===== config.mk =====
export PLATFORM = sky130hd
export DESIGN_NAME = vram_arbiter
export DESIGN_NICKNAME = d
export VERILOG_FILES = /design/src/rtl/xv_pkg.sv /design/src/rtl/vram_arbiter.sv
export SDC_FILE = /design/constraint.sdc
export NUM_CORES = 1
export LEC_CHECK = 0
export CORE_MARGIN = 1.5
export CORE_UTILIZATION = 37
export DETAILED_ROUTE_END_ITERATION = 12
export PLACE_DENSITY = 0.89
export SYNTH_ARGS = -nofsm -noshare
export SYNTH_HDL_FRONTEND = slang
export SYNTH_SLANG_ARGS = --single-unit
export TNS_END_PERCENT = 1

===== constraint.sdc =====
create_clock -name clk -period 1.9 [get_ports clk]
set_input_delay 0.38 -clock clk [delete_from_list [all_inputs] [get_ports clk]]
set_output_delay 0.38 -clock clk [all_outputs]
set_load 0.05 [all_outputs]

===== src/rtl/xv_pkg.sv =====
// Shared definitions for the video subsystem.
package xv;

  // Which client owns a VRAM access in flight.
  typedef enum logic [1:0] {
    OWN_NONE,
    OWN_VID,
    OWN_CPU,
    OWN_BLIT
  } vram_owner_t;

  // Consecutive CPU wins over a waiting blitter before the blitter is forced a slot.
  localparam int BLIT_STARVE_DEFAULT = 4;

endpackage


===== src/rtl/vram_arbiter.sv =====
// Shares the single-port 64Kx16 VRAM between video scan-out, the CPU register
// interface and the blitter. At most one access is issued per cycle, registered
// onto the vram_* bus one cycle after the grant. Read data returns two cycles
// after the grant and is steered to its owner.
module vram_arbiter
  import xv::*;
#(
  parameter int BLIT_STARVE = BLIT_STARVE_DEFAULT
) (
  input  logic        clk,
  input  logic        reset_n,
  // video scan-out
  input  logic        vid_req_i,
  input  logic [15:0] vid_addr_i,
  output logic [15:0] vid_data_o,
  output logic        vid_valid_o,
  // CPU register interface
  input  logic        cpu_rd_i,
  input  logic        cpu_wr_i,
  input  logic [15:0] cpu_addr_i,
  input  logic [15:0] cpu_data_i,
  output logic        cpu_busy_o,
  output logic [15:0] cpu_data_o,
  output logic        cpu_valid_o,
  // blitter
  input  logic        blit_req_i,
  input  logic        blit_wr_i,
  input  logic [15:0] blit_addr_i,
  input  logic [15:0] blit_data_i,
  output logic        blit_ack_o,
  output logic [15:0] blit_data_o,
  output logic        blit_valid_o,
  // VRAM macro
  output logic        vram_sel_o,
  output logic        vram_wr_o,
  output logic [15:0] vram_addr_o,
  output logic [15:0] vram_data_o,
  input  logic [15:0] vram_data_i
);

  localparam logic [2:0] STARVE_MAX = 3'(BLIT_STARVE);

  // grant decision
  vram_owner_t gnt;
  logic        blit_req_eff;
  logic        cpu_pend;

  // CPU slot: one buffered request; iss marks a read already on its way
  logic        slot_vld_q, slot_vld_d;
  logic        slot_iss_q, slot_iss_d;
  logic        slot_wr_q, slot_wr_d;
  logic [15:0] slot_addr_q, slot_addr_d;
  logic [15:0] slot_data_q, slot_data_d;

  // registered VRAM bus and the owner pipeline
  logic        sel_q, sel_d;
  logic        wr_q, wr_d;
  logic [15:0] addr_q, addr_d;
  logic [15:0] wdata_q, wdata_d;
  vram_owner_t bus_owner_q, bus_owner_d;
  vram_owner_t rd_owner_q, rd_owner_d;
  logic        blit_ack_q, blit_ack_d;
  logic [2:0]  starve_cnt_q, starve_cnt_d;

  // Pick this cycle's winner. A blitter request seen in its own ack cycle has
  // already been served, so it is masked to avoid a duplicate grant.
  always_comb begin
    blit_req_eff = blit_req_i & ~blit_ack_q;
    cpu_pend     = slot_vld_q & ~slot_iss_q;
    gnt          = OWN_NONE;
    if (vid_req_i)
      gnt = OWN_VID;
    else if (blit_req_eff && (starve_cnt_q == STARVE_MAX))
      gnt = OWN_BLIT;
    else if (cpu_pend)
      gnt = OWN_CPU;
    else if (blit_req_eff)
      gnt = OWN_BLIT;
  end

  // CPU slot: writes free on grant, reads free once their access is on the bus
  // so busy drops in the cycle the read data returns.
  always_comb begin
    slot_vld_d  = slot_vld_q;
    slot_iss_d  = slot_iss_q;
    slot_wr_d   = slot_wr_q;
    slot_addr_d = slot_addr_q;
    slot_data_d = slot_data_q;
    if (slot_iss_q) begin
      slot_vld_d = 1'b0;
      slot_iss_d = 1'b0;
    end else if (gnt == OWN_CPU) begin
      if (slot_wr_q)
        slot_vld_d = 1'b0;
      else
        slot_iss_d = 1'b1;
    end
    // strobes are only taken while the slot is empty; rd+wr counts as a write
    if (!slot_vld_q && (cpu_rd_i || cpu_wr_i)) begin
      slot_vld_d  = 1'b1;
      slot_iss_d  = 1'b0;
      slot_wr_d   = cpu_wr_i;
      slot_addr_d = cpu_addr_i;
      slot_data_d = cpu_data_i;
    end
  end

  // Next VRAM bus state, read-owner tag, blitter ack and starvation count.
  always_comb begin
    sel_d        = (gnt != OWN_NONE);
    wr_d         = 1'b0;
    addr_d       = addr_q;
    wdata_d      = wdata_q;
    blit_ack_d   = (gnt == OWN_BLIT);
    starve_cnt_d = starve_cnt_q;
    case (gnt)
      OWN_VID: begin
        addr_d = vid_addr_i;
      end
      OWN_CPU: begin
        wr_d   = slot_wr_q;
        addr_d = slot_addr_q;
        if (slot_wr_q) wdata_d = slot_data_q;
      end
      OWN_BLIT: begin
        wr_d   = blit_wr_i;
        addr_d = blit_addr_i;
        if (blit_wr_i) wdata_d = blit_data_i;
      end
      default: ;
    endcase
    bus_owner_d = (sel_d && !wr_d) ? gnt : OWN_NONE;
    rd_owner_d  = bus_owner_q;
    if ((gnt == OWN_BLIT) || !blit_req_eff)
      starve_cnt_d = '0;
    else if ((gnt == OWN_CPU) && (starve_cnt_q != STARVE_MAX))
      starve_cnt_d = starve_cnt_q + 3'd1;
  end

  // State registers; reset discards any in-flight access and pending request.
  always_ff @(posedge clk or negedge reset_n) begin
    if (!reset_n) begin
      slot_vld_q   <= 1'b0;
      slot_iss_q   <= 1'b0;
      slot_wr_q    <= 1'b0;
      slot_addr_q  <= '0;
      slot_data_q  <= '0;
      sel_q        <= 1'b0;
      wr_q         <= 1'b0;
      addr_q       <= '0;
      wdata_q      <= '0;
      bus_owner_q  <= OWN_NONE;
      rd_owner_q   <= OWN_NONE;
      blit_ack_q   <= 1'b0;
      starve_cnt_q <= '0;
    end else begin
      slot_vld_q   <= slot_vld_d;
      slot_iss_q   <= slot_iss_d;
      slot_wr_q    <= slot_wr_d;
      slot_addr_q  <= slot_addr_d;
      slot_data_q  <= slot_data_d;
      sel_q        <= sel_d;
      wr_q         <= wr_d;
      addr_q       <= addr_d;
      wdata_q      <= wdata_d;
      bus_owner_q  <= bus_owner_d;
      rd_owner_q   <= rd_owner_d;
      blit_ack_q   <= blit_ack_d;
      starve_cnt_q <= starve_cnt_d;
    end
  end

  // Read data is gated by its owner so idle data outputs stay at zero.
  always_comb begin
    vid_valid_o  = (rd_owner_q == OWN_VID);
    cpu_valid_o  = (rd_owner_q == OWN_CPU);
    blit_valid_o = (rd_owner_q == OWN_BLIT);
    vid_data_o   = vid_valid_o  ? vram_data_i : '0;
    cpu_data_o   = cpu_valid_o  ? vram_data_i : '0;
    blit_data_o  = blit_valid_o ? vram_data_i : '0;
    cpu_busy_o   = slot_vld_q;
    blit_ack_o   = blit_ack_q;
    vram_sel_o   = sel_q;
    vram_wr_o    = wr_q;
    vram_addr_o  = addr_q;
    vram_data_o  = wdata_q;
  end

endmodule

==> impl_metrics.py <==
metrics = {
    "cells_and_area": {
        "final_util": 0.693,
        "layout_common_cells": "clkdlybuf4s50_1, dfrtp_1, buf_12",
        "diodes": 0,
        "final_cells": 661,
        "area_growth_pct": 79.2,
        "final_common_cell": "clkdlybuf4s50_1",
        "nNetsFinal": 629,
        "layout-drive-gt1-share": 0.362,
    },
    "synthesis": {
        "synth_cell_type_count": 34,
        "synth_area_leaders": "dfrtp_1, mux2_2, mux2_4, and2_1, a222oi_1",
        "synth_top_area_share": 0.505,
        "synthMuxAreaShare": 0.210,
        "synth_top_family_by_area": "multiplexers",
        "ys_seq_elements": 77,
        "syn_area_per_cell_um2": 12.1,
        "yosys.area_share.adder": 0.00656,
        "yosysSeqAreaShare": 0.505,
        "netlist_area_mm2": 0.00381,
        "synth-simple-area-share": 0.111,
        "yosysWarnings": 0,
        "synth-xor-area-share": 0,
        "postSynthNetCount": 421,
        "yosys.area.top_type": "dfrtp_1",
        "synth_compound_area_frac": 0.0997,
        "synth_cells": 316,
    },
    "critical_path": {
        "arrival_ps": 2150,
        "critPathMaxFanout": 8,
        "criticalPathCategory": "flip-flop to flip-flop",
        "critPathRequiredTime_ps": 2130,
        "endpoint_kind": "flip-flop",
        "worst_setup_path_start_kind": "flip-flop",
        "r2r_cells": 7,
    },
    "clocking": {
        "clock_latency_ps": 350,
        "tritoncts": "built",
        "clockBufferDepth": 2,
        "cts_max_level": 3,
        "cts-root-buf": "clkbuf_8",
        "path_clk_slew_ps": 70,
        "cts_buffers": 9,
        "clock-sinks": 77,
    },
    "detailed_routing": {
        "drtAntennaViolNets": 0,
        "wl_per_cell_um": 17.7,
        "first_pass_iters": 6,
        "vias": 3341,
        "drc": 0,
        "drt_iter0_drc": 186,
        "drt_wl_total_um": 11700,
        "routed_via_density": 5.05,
    },
    "status": {
        "status": "finished with violations",
        "failed_checks": "negative setup slack",
    },
    "timing": {
        "maxClockFrequency_ghz": 0.521,
        "fin_crit_sh": 1.01,
        "worstMarginPinSlew_ps": 532,
        "setup_viol": 3,
        "fin_crit_ps": 1920,
        "skew_ps": 13.7,
        "max-slew-margin-rel": 0.644,
        "hold_viol": 0,
        "fin_ws_ps": -17.7,
        "rsz0062_at_grt": "yes",
        "maxSlewViolCount": 0,
    },
    "place": {
        "dp_cells": 641,
        "hpwl_um": 8880,
        "gp_congestion": 0.830,
        "portBuffers": 189,
        "pre_cts_ws_ps": -294,
    },
    "floorplan": {
        "die_h_um": 105,
        "core_area_mm2": 0.00986,
        "num_io_pins": 190,
        "die_width_um": 105,
        "rows": 36,
        "die_area_mm2": 0.0109,
        "initial_core_util": 0.387,
    },
    "power": {
        "cellPowerDensity_mw_per_mm2": 1480,
        "power.leakage_uw": 0.00315,
        "peakVddDrop_mv": 1.09,
        "totalPowerFinal_uw": 10100,
    },
    "run": {
        "maxCapViolations": 0,
    },
    "global_route": {
        "grt.total_usage": 0.212,
        "antenna_found_initial": 0,
        "grt_pass1_vias": 3589,
        "grt_pass1_wl_um": 18300,
        "grt_max_degree": 40,
        "grt_overflow": 0,
    },
    "hold_path": {
        "whs_path_depth": 0,
        "hp-class": "flip-flop to flip-flop",
    },
}
critical path: stages, from the launching register on:
cell and delay, ps:
dfrtp_1 390, inv_2 80, ha_4 150, nand2_4 70, a211o_4 370, clkbuf_16 180
mux2_2 290, mux2_2 270
final cells by class:
| cell class | instances | area (µm²) |
|---|---|---|
| Clock buffer | 11 | 151 |
| Clock inverter | 4 | 95.1 |
| Fill cell | 655 | 3030 |
| Inverter | 38 | 143 |
| Multi-Input combinational cell | 181 | 1690 |
| Sequential cell | 77 | 1930 |
| Tap cell | 133 | 166 |
| Timing Repair Buffer | 217 | 2660 |
cell usage after synthesis:
cell type / instances
o21a_1: 1
ha_1: 2
nor3b_1: 1
nand2_1: 4
mux2_4: 18
a21oi_2: 2
a211o_1: 1
nor3_1: 2
a21oi_1: 3
buf_4: 1
nor2b_4: 1
or3_1: 1
clkbuf_1: 15
a21o_1: 1
a22oi_1: 16
nand3_1: 1
o21ai_0: 2
nor2b_1: 2
dfrtp_1: 77
a31o_1: 1
buf_6: 3
a222oi_1: 16
nand3b_1: 1
nor2_1: 3
and2_1: 33
mux2_2: 47
a21o_2: 1
o21bai_1: 1
buf_12: 1
and3_1: 17
a2111oi_0: 1
inv_1: 38
nand2b_4: 1
nand2b_1: 1
routing by layer:
layer / track usage / up-vias / part of all wire / routed length, µm
met5: 0 / - / 0 / 0
met4: 0.0893 / 0 / 0.031 / 359
met3: 0.0602 / 29 / 0.071 / 828
met2: 0.386 / 191 / 0.53 / 6150
met1: 0.229 / 1595 / 0.37 / 4370
li1: - / 1526 / - / -
path summary, 6_finish.rpt:
| kind | from | slack, ps | end |
|---|---|---|---|
| worst max register to register | starve_cnt_q[0] | -20 | vram_data_o[5] |
| worst max-delay path | starve_cnt_q[0] | -20 | vram_data_o[5] |
| min in group asynchronous | reset_n | 530 | vram_data_o[3] |
| worst min register to register | bus_owner_q[0] | 360 | rd_owner_q[0] |
| worst min-delay path | bus_owner_q[0] | 360 | rd_owner_q[0] |
| max in group asynchronous | reset_n | 700 | slot_addr_q[11] |
through the flow:
step           setup TNS [ps]  hold slack (ps)  area (µm²)
2_1_floorplan           -1050             84.4        3830
3_3_place_gp            -5630              333        6470
3_5_place_dp            -7970              338        6470
4_1_cts                 -3.13              354        6710
5_1_grt                  -565              379        6830
6_report                -22.7              359        6830
kinds of logic (layout without fill, tap and decap cells):
kind of cell	count (synthesis)	count (layout)
DFF	77	77
and+or+nand+nor	68	68
muxes	65	65
buffers and inverters	58	270
AOI/OAI and AO/OA	46	46
adders and majority gates	2	2
registers in the layout, indices dropped and copies added, names as in the netlist:
signal	flops
slot_wr_q	1
vram_wr_o	1
slot_data_q	16
cpu_busy_o	1
vram_data_o	16
vram_sel_o	1
starve_cnt_q	3
rd_owner_q	2
slot_addr_q	16
blit_ack_o	1
slot_iss_q	1
vram_addr_o	16
bus_owner_q	2
power by group:
part	total, µW	internal, µW	switching [µW]	leakage, µW
clock	1510	935	574	0.000125
combinational	5770	2600	3170	0.00212
sequential	2850	2380	467	0.000905
total	10100	5920	4210	0.00315
timing repair:
action	CTS	global route
hold endpoints to repair	14	0
setup buffers	0	2
hold buffers	1	0
gates cloned	0	2
resized for setup	24	14
setup endpoints to repair	71	52
pin swaps	0	2
No activity file was read; power rests on OpenSTA's default activity.
